### config.mk
export PLATFORM = sky130hd
export DESIGN_NAME = receive_send_buf
export DESIGN_NICKNAME = d
export VERILOG_FILES = /design/src/rtl/receive_send_buf.sv
export SDC_FILE = /design/constraint.sdc
export NUM_CORES = 1
export LEC_CHECK = 0
export BUFFER_PORTS_ARGS = -buffer_cell sky130_fd_sc_hd__buf_2
export CAP_MARGIN = 20
export CORE_MARGIN = 2
export CORE_UTILIZATION = 46
export CTS_BUF_LIST = sky130_fd_sc_hd__clkbuf_4 sky130_fd_sc_hd__clkbuf_8
export DETAILED_ROUTE_END_ITERATION = 10
export GPL_TIMING_DRIVEN = 0
export HOLD_SLACK_MARGIN = 0.03
export PLACE_DENSITY = 0.67
export SYNTH_ARGS = -nofsm -noshare
export SYNTH_HDL_FRONTEND = slang
export SYNTH_SLANG_ARGS = --single-unit
### constraint.sdc
create_clock -name clk -period 1.9 [get_ports clk]
set_input_delay 0.095 -clock clk [delete_from_list [all_inputs] [get_ports clk]]
set_output_delay 0.095 -clock clk [all_outputs]
set_load 0.02 [all_outputs]
### src/rtl/receive_send_buf.sv
// receive_send_buf: lane-transforming valid/ready FIFO buffer (LANES x WIDTH, DEPTH entries).
// Ports: clk, rst_n (async low), in_valid/in_ready/in_data/mode, out_valid/out_ready/out_data,
//        level, stall_cnt; out_parity only when RECEIVE_SEND_BUF_PARITY_EN is defined.
module receive_send_buf #(
    parameter int LANES = 4,
    parameter int WIDTH = 1,
    parameter int DEPTH = 4
) (
    input  logic                     clk,
    input  logic                     rst_n,
    input  logic                     in_valid,
    output logic                     in_ready,
    input  logic [LANES*WIDTH-1:0]   in_data,
    input  logic [1:0]               mode,
    output logic                     out_valid,
    input  logic                     out_ready,
    output logic [LANES*WIDTH-1:0]   out_data,
    output logic [$clog2(DEPTH):0]   level,
`ifdef RECEIVE_SEND_BUF_PARITY_EN
    output logic [LANES-1:0]         out_parity,
`endif
    output logic [7:0]               stall_cnt
);

    localparam int W  = LANES * WIDTH;
    localparam int AW = $clog2(DEPTH);
    localparam int LW = AW + 1;

    logic [W-1:0]  mem [DEPTH];
    logic [AW-1:0] wr_ptr;
    logic [AW-1:0] rd_ptr;
    logic [W-1:0]  xf;
    logic [LW-1:0] lvl_nx;
    logic          push;
    logic          pop;

    assign push = in_valid & in_ready;
    assign pop  = out_valid & out_ready;

    // Lane transform applied to the incoming word at accept time.
    always_comb begin
        xf = '0;
        for (int i = 0; i < LANES; i++) begin
            unique case (mode)
                2'b00: xf[i*WIDTH +: WIDTH] = in_data[i*WIDTH +: WIDTH];
                2'b01: xf[i*WIDTH +: WIDTH] = ~in_data[i*WIDTH +: WIDTH];
                2'b10: xf[i*WIDTH +: WIDTH] = in_data[(LANES-1-i)*WIDTH +: WIDTH];
                2'b11: xf[i*WIDTH +: WIDTH] =
                    in_data[((i+LANES-1)%LANES)*WIDTH +: WIDTH];
            endcase
        end
    end

    always_comb begin
        lvl_nx = level;
        if (push && !pop)
            lvl_nx = level + LW'(1);
        else if (pop && !push)
            lvl_nx = level - LW'(1);
    end

    always_ff @(posedge clk or negedge rst_n) begin
        if (!rst_n) begin
            for (int i = 0; i < DEPTH; i++)
                mem[i] <= '0;
        end else if (push) begin
            mem[wr_ptr] <= xf;
        end
    end

    // Handshake flags are registered from the next level so that
    // out_ready never reaches in_ready combinationally.
    always_ff @(posedge clk or negedge rst_n) begin
        if (!rst_n) begin
            wr_ptr    <= '0;
            rd_ptr    <= '0;
            level     <= '0;
            in_ready  <= 1'b0;
            out_valid <= 1'b0;
        end else begin
            if (push)
                wr_ptr <= wr_ptr + AW'(1);
            if (pop)
                rd_ptr <= rd_ptr + AW'(1);
            level     <= lvl_nx;
            in_ready  <= lvl_nx < LW'(DEPTH);
            out_valid <= lvl_nx != '0;
        end
    end

    always_ff @(posedge clk or negedge rst_n) begin
        if (!rst_n)
            stall_cnt <= '0;
        else if (in_valid && !in_ready && stall_cnt != 8'hFF)
            stall_cnt <= stall_cnt + 8'd1;
    end

    assign out_data = mem[rd_ptr];

`ifdef RECEIVE_SEND_BUF_PARITY_EN
    logic [LANES-1:0] pmem [DEPTH];
    logic [LANES-1:0] xp;

    always_comb begin
        xp = '0;
        for (int i = 0; i < LANES; i++)
            xp[i] = ^xf[i*WIDTH +: WIDTH];
    end

    always_ff @(posedge clk or negedge rst_n) begin
        if (!rst_n) begin
            for (int i = 0; i < DEPTH; i++)
                pmem[i] <= '0;
        end else if (push) begin
            pmem[wr_ptr] <= xp;
        end
    end

    assign out_parity = pmem[rd_ptr];
`endif

endmodule

* Yosys cells after proc, flatten, opt, wreduce, memory -nomap -nowiden *
Index checks and enable logic that the tools add are counted.

storage, ports and cells
  register bits after elaboration = 33
  input port bits = 10
  output and inout port bits = 17
  logic and storage cells = 54

cells by class
  add/sub/neg operators = 5
  $lt $le $gt $ge = 4
  eq/ne operators = 4
  multiplexer cells = 12
  bitwise operators = 8
  reduce and logical (&&, ||, !) cells = 11

operators with widths
  cell                                                                           number
  16-bit bitwise mux                                                             1
  4-bit two-way mux                                                              3
  8-bit by 1-bit adder with 8-bit output (second input constant)                 1
  4-bit binary-select mux with 2-bit select                                      1
  4-bit demux with 2-bit select                                                  1
  8-bit inequality test (second input constant)                                  1
  1-bit one-hot mux with 4 select lines                                          2
  3-bit >= comparator (second input constant)                                    2
  3-bit two-way mux                                                              2
  2-bit inverter with 3-bit output                                               2
  1-bit one-hot mux with 3 select lines                                          2
  1-bit logical AND                                                              5
  2-bit by 1-bit adder with 2-bit output (second input constant)                 2
  2-bit == test (second input constant)                                          2
  1-bit inverter                                                                 4
  3-bit by 1-bit adder with 3-bit output (second input constant)                 1
  1-bit zero test                                                                3
  3-bit by 1-bit less-than comparator with 1-bit output (second input constant)  1
  3-bit less-than comparator (second input constant)                             1
  3-bit nonzero test                                                             1
  3-bit by 1-bit subtractor with 3-bit output (second input constant)            1
  1-bit bitwise AND                                                              2
  2-bit by 1-bit == test with 1-bit output (second input constant)               1
  2-bit zero test                                                                1
  2-bit OR reduction                                                             1

* Logic depth before layout (Yosys ltp) *
  depth in word-level cells = 6
  mapped depth = 6
  mapped depth without buffers = 6

* Worst setup path after synthesis *
No wires, ideal clock.

  path kind = register -> register
  start = reg stall_cnt[0]
  end = reg stall_cnt[1]
  arrival time = 1.435 ns
  data required time = 1.775 ns
  slack = 0.340 ns
  cell stages (with the launch flop) = 6
  clock period less this slack = 1.560 ns
  cells stage by stage = dfrtp_1 ha_1 and4_1 nand2_1 nand2_1 mux2_2

on the way
  cells in the longest elaborated chain, start to end = 2
  elaborated cells on any way between the ends = 3
  those cells by class = 1 x add/sub; 1 x eq/ne; 1 x reduce/logical

ends and longest elaborated chain
  element                                                                                         line  source
  from (decl)                                                                                     22    output logic [7:0] stall_cnt
  from (signal assigned)                                                                          95    stall_cnt <= stall_cnt + 8'd1;
  parallel branches: the longest is 2 deep, another holds 8-bit by 1-bit adder with 8-bit output  --

Several ways; the timed one is not identified.
A chain may end at the register's enable or synchronous reset.

* Worst setup path after layout *
  start = reg rd_ptr[0]
  end = out out_data[3]

on the way
  cells in the longest elaborated chain, start to end = 4

ends and longest elaborated chain
  element                                                 line  source
  from (decl)                                             31    logic [AW-1:0] rd_ptr;
  from (signal assigned)                                  84    rd_ptr <= rd_ptr + AW'(1);
  2-bit inverter with 3-bit output (not written as such)  98    assign out_data = mem[rd_ptr];
  4-bit binary-select mux with 2-bit select               98
  4-bit two-way mux (not written as such) (2 in series)   98
  to (decl)                                               17    output logic [LANES*WIDTH-1:0] out_data,

No other way between the ends. The select of a mux whose other input is x is not followed.

==> impl_metrics.py <==
metrics = {
    "routing": {
        "routed_via_density": 5.148,
        "dr.pass1.iters": 4,
        "wl_per_cell_um": 12.62,
        "post-route-drc-count": 0,
        "via_count": 1220,
        "routed_wl_um": 2990,
        "drtIter0Drc": 76,
        "ant_nets": 0,
    },
    "cts": {
        "clk_path_buf_depth": 2,
        "cts.hold.buffers_added": 1,
        "cts_resized": 0,
        "htree_num_levels": 2,
        "cts_tree": "done",
        "post_cts_buffers": 0,
        "cts_made_buffers": 5,
        "cts.sinks": 33,
        "clk_pin_slew_worst_paths_ps": 100,
        "cts-root-buf": "clkbuf_4",
        "worstSkewPairLatency_ps": 330,
    },
    "timing": {
        "rsz0062_at_grt": "false",
        "max_slew.worst_pin.slew_ps": 725.8,
        "setup_tns_ps": 0,
        "fin_ws_ps": 223.0,
        "fmax_mhz": 596.3,
        "maxSlewViolCount": 0,
        "min_period_over_period_pct": 88.26,
        "final_hold_viol_count": 0,
        "max_slew_margin_pct": 51.61,
        "finalSetupViolations": 0,
        "skew_ps": 3.389,
        "min_period_ps": 1677,
    },
    "power": {
        "ir_drop_v": 0.0008523,
        "p_sw_share_pct": 41.15,
        "internal-power_uw": 1827,
        "power_leakage_uw": 0.0008984,
        "power-per-cell-area_nw_per_um2": 1640,
        "switchingPower_uw": 1278,
        "p_comb_share_pct": 45.0,
        "seq_power_share_pct": 41.7,
        "clockPowerShare_pct": 13.3,
    },
    "worst_setup_path": {
        "rr_worst_depth": 5,
        "critPathLaunchType": "flop",
        "crit_fanout": 6,
        "cp-end-kind": "output pin",
        "crit_end": "out_data[3]",
        "arrival_ps": 1580,
        "r2r_end": "stall_cnt[1]",
        "crit_path_start": "rd_ptr[0]",
        "rr_startpoint": "stall_cnt[0]",
        "r2r_slack_ps": 360,
        "crit_required_ps": 1800,
        "path_class": "flop to output pin",
    },
    "global_route": {
        "first_global_vias": 1231,
        "antenna_found_initial": 0,
        "grt_pass1_wl_um": 5250,
        "grt_overflow_total": 0,
        "grt_usage_pct": 17.06,
        "grt_use_met2_pct": 28.82,
        "grt_max_degree": 34,
        "use_met3_pct": 4.286,
        "grt_use_met1_pct": 20.12,
        "grt.busiest_layer": "met2",
    },
    "floorplan": {
        "start_util_pct": 48.28,
        "core_um2": 3390,
        "die_y_um": 63.65,
        "die-area_um2": 4051,
        "num_rows": 21,
        "die_width_um": 63.65,
        "pin_count": 27,
    },
    "placement": {
        "globalplace.congestion": 0.7881,
        "dp.final_hpwl_um": 2175,
        "port_buffers": 26,
        "pre_cts_ws_ps": 374.6,
    },
    "yosys": {
        "synthesis.area_um2": 1637,
        "yosys.cell_types.count": 36,
        "netlist_instances": 157,
        "synth_seq_cells": 33,
        "yosys_warnings": 0,
        "yosysSeqAreaShare_pct": 50.46,
        "synth_area_per_cell_um2": 10.42,
        "synth_nets": 174,
    },
    "finish": {
        "final_common_cell": "dfrtp_1",
        "antenna_cells": 0,
        "nNetsFinal": 208,
        "mostFrequentLayoutCells": "dfrtp_1 (33), nand2_1 (29), buf_2 (27)",
        "area_delta_synth_final_pct": 15.67,
        "drive_gt1_share_pct": 23.56,
    },
    "min_path": {
        "hold_path_class": "input port to flop",
    },
    "run_status": {
        "status": "finished, final reports clean",
    },
    "run": {
        "drv_cap": 0,
    },
}
-- synthesized netlist by cell type --
cell type  instances  area [um2]
and4_4             1       11.26
a21boi_0           1       7.510
dfrtp_1           33       825.8
and2_1             1       6.260
a31o_2             1       8.760
inv_1              8       30.03
and3_1             1       6.260
nor2b_1            1       6.260
buf_6              1       11.26
nand3_2            1       10.01
or2_1              1       6.260
nand2_1           29       108.9
o22ai_1            1       6.260
xor2_1             1       8.760
nand4_1            1       6.260
and4_1             1       8.760
xnor2_1            8       70.07
and2_2             1       7.510
o211ai_1           1       7.510
mux2_2             1       11.26
a21oi_1            8       40.04
mux2i_1            3       30.03
nand2b_1           3       18.77
o21ai_0           19       95.09
o21a_1             1       7.510
a31oi_1            3       18.77
nor2b_4            1       13.76
nor4_1             1       6.260
mux4_2             4       90.09
buf_2              1       5.000
ha_1               7       87.58
a41oi_1            1       8.760
nand3_1            5       25.02
o21ai_1            1       5.000
nor3_1             1       5.000
nor2_1             4       15.01
-- how the worst min path moves through the flow --
stage | startpoint | end | slack (ps) | depth (start not counted)
2_1_floorplan | rst_n | in_ready | -200 | 0
3_3_place_gp | rst_n | mem[9] | 180 | 1
3_5_place_dp | rst_n | mem[9] | 200 | 1
4_1_cts | out_ready | rd_ptr[1] | 70 | 3
5_1_grt | out_ready | rd_ptr[1] | 80 | 3
6_report | out_ready | rd_ptr[1] | 80 | 3
-- per-layer routing --
metal	up-vias	routed length (um)
met5	-	0
met4	0	56
met3	7	133
met2	23	1449
met1	575	1351
li1	615	-
-- stage by stage --
step / hold slack (ps) / std cells / area (um2) / power (uW) / util [%]
final: 82.98 / 237 / 1893 / 3105 / 55.85
after global routing: 77.44 / 237 / 1893 / 3385 / 55.85
after CTS: 71.65 / 237 / 1893 / 3148 / 55.85
after detailed placement: 198.6 / 229 / 1824 / 2729 / 53.82
after global placement: 181.4 / 229 / 1824 / 2651 / 53.82
after floorplan: -200.6 / 157 / 1637 / 2307 / -
-- cells by family (layout without fill, tap and decap cells) --
family                     Yosys count  count (layout)  synth area share, %
buffers and inverters               10              44                2.828
AOI/OAI and AO/OA                   37              37                12.54
muxes                                8               8                8.028
DFF                                 33              33                50.46
and+or+nand+nor                     53              53                15.98
adders and majority gates            7               7                5.351
xor gates and xnor gates             9               9                4.817
-- flip-flops by register name, indices dropped and copies added (netlist names) --
signal and flops:
rd_ptr 2, level 3, mem 16, wr_ptr 2
stall_cnt 8, in_ready 1, out_valid 1
-- power by group through the flow --
stage | registers [uW] | clock network, uW | logic [uW]
floorplan | 1410 | 0 | 902
global placement | 1280 | 0 | 1370
detailed placement | 1320 | 0 | 1410
CTS | 1300 | 429 | 1420
global route | 1350 | 468 | 1560
finish | 1300 | 412 | 1400
-- worst max-delay path, cell delays in order (launching register included) --
cell and delay [ps]:
dfrtp_1 320, buf_2 220, mux4_2 540, buf_2 170
-- layout make-up --
cell class / instances / area [um2]
Fill cell: 304 / 1496
Sequential cell: 33 / 825.8
Multi-Input combinational cell: 114 / 764.5
Timing Repair Buffer: 27 / 140.1
Clock buffer: 7 / 58.81
Tap cell: 46 / 57.56
Inverter: 8 / 30.03
Buffer: 2 / 16.27
No activity file was read; power rests on OpenSTA's default activity.
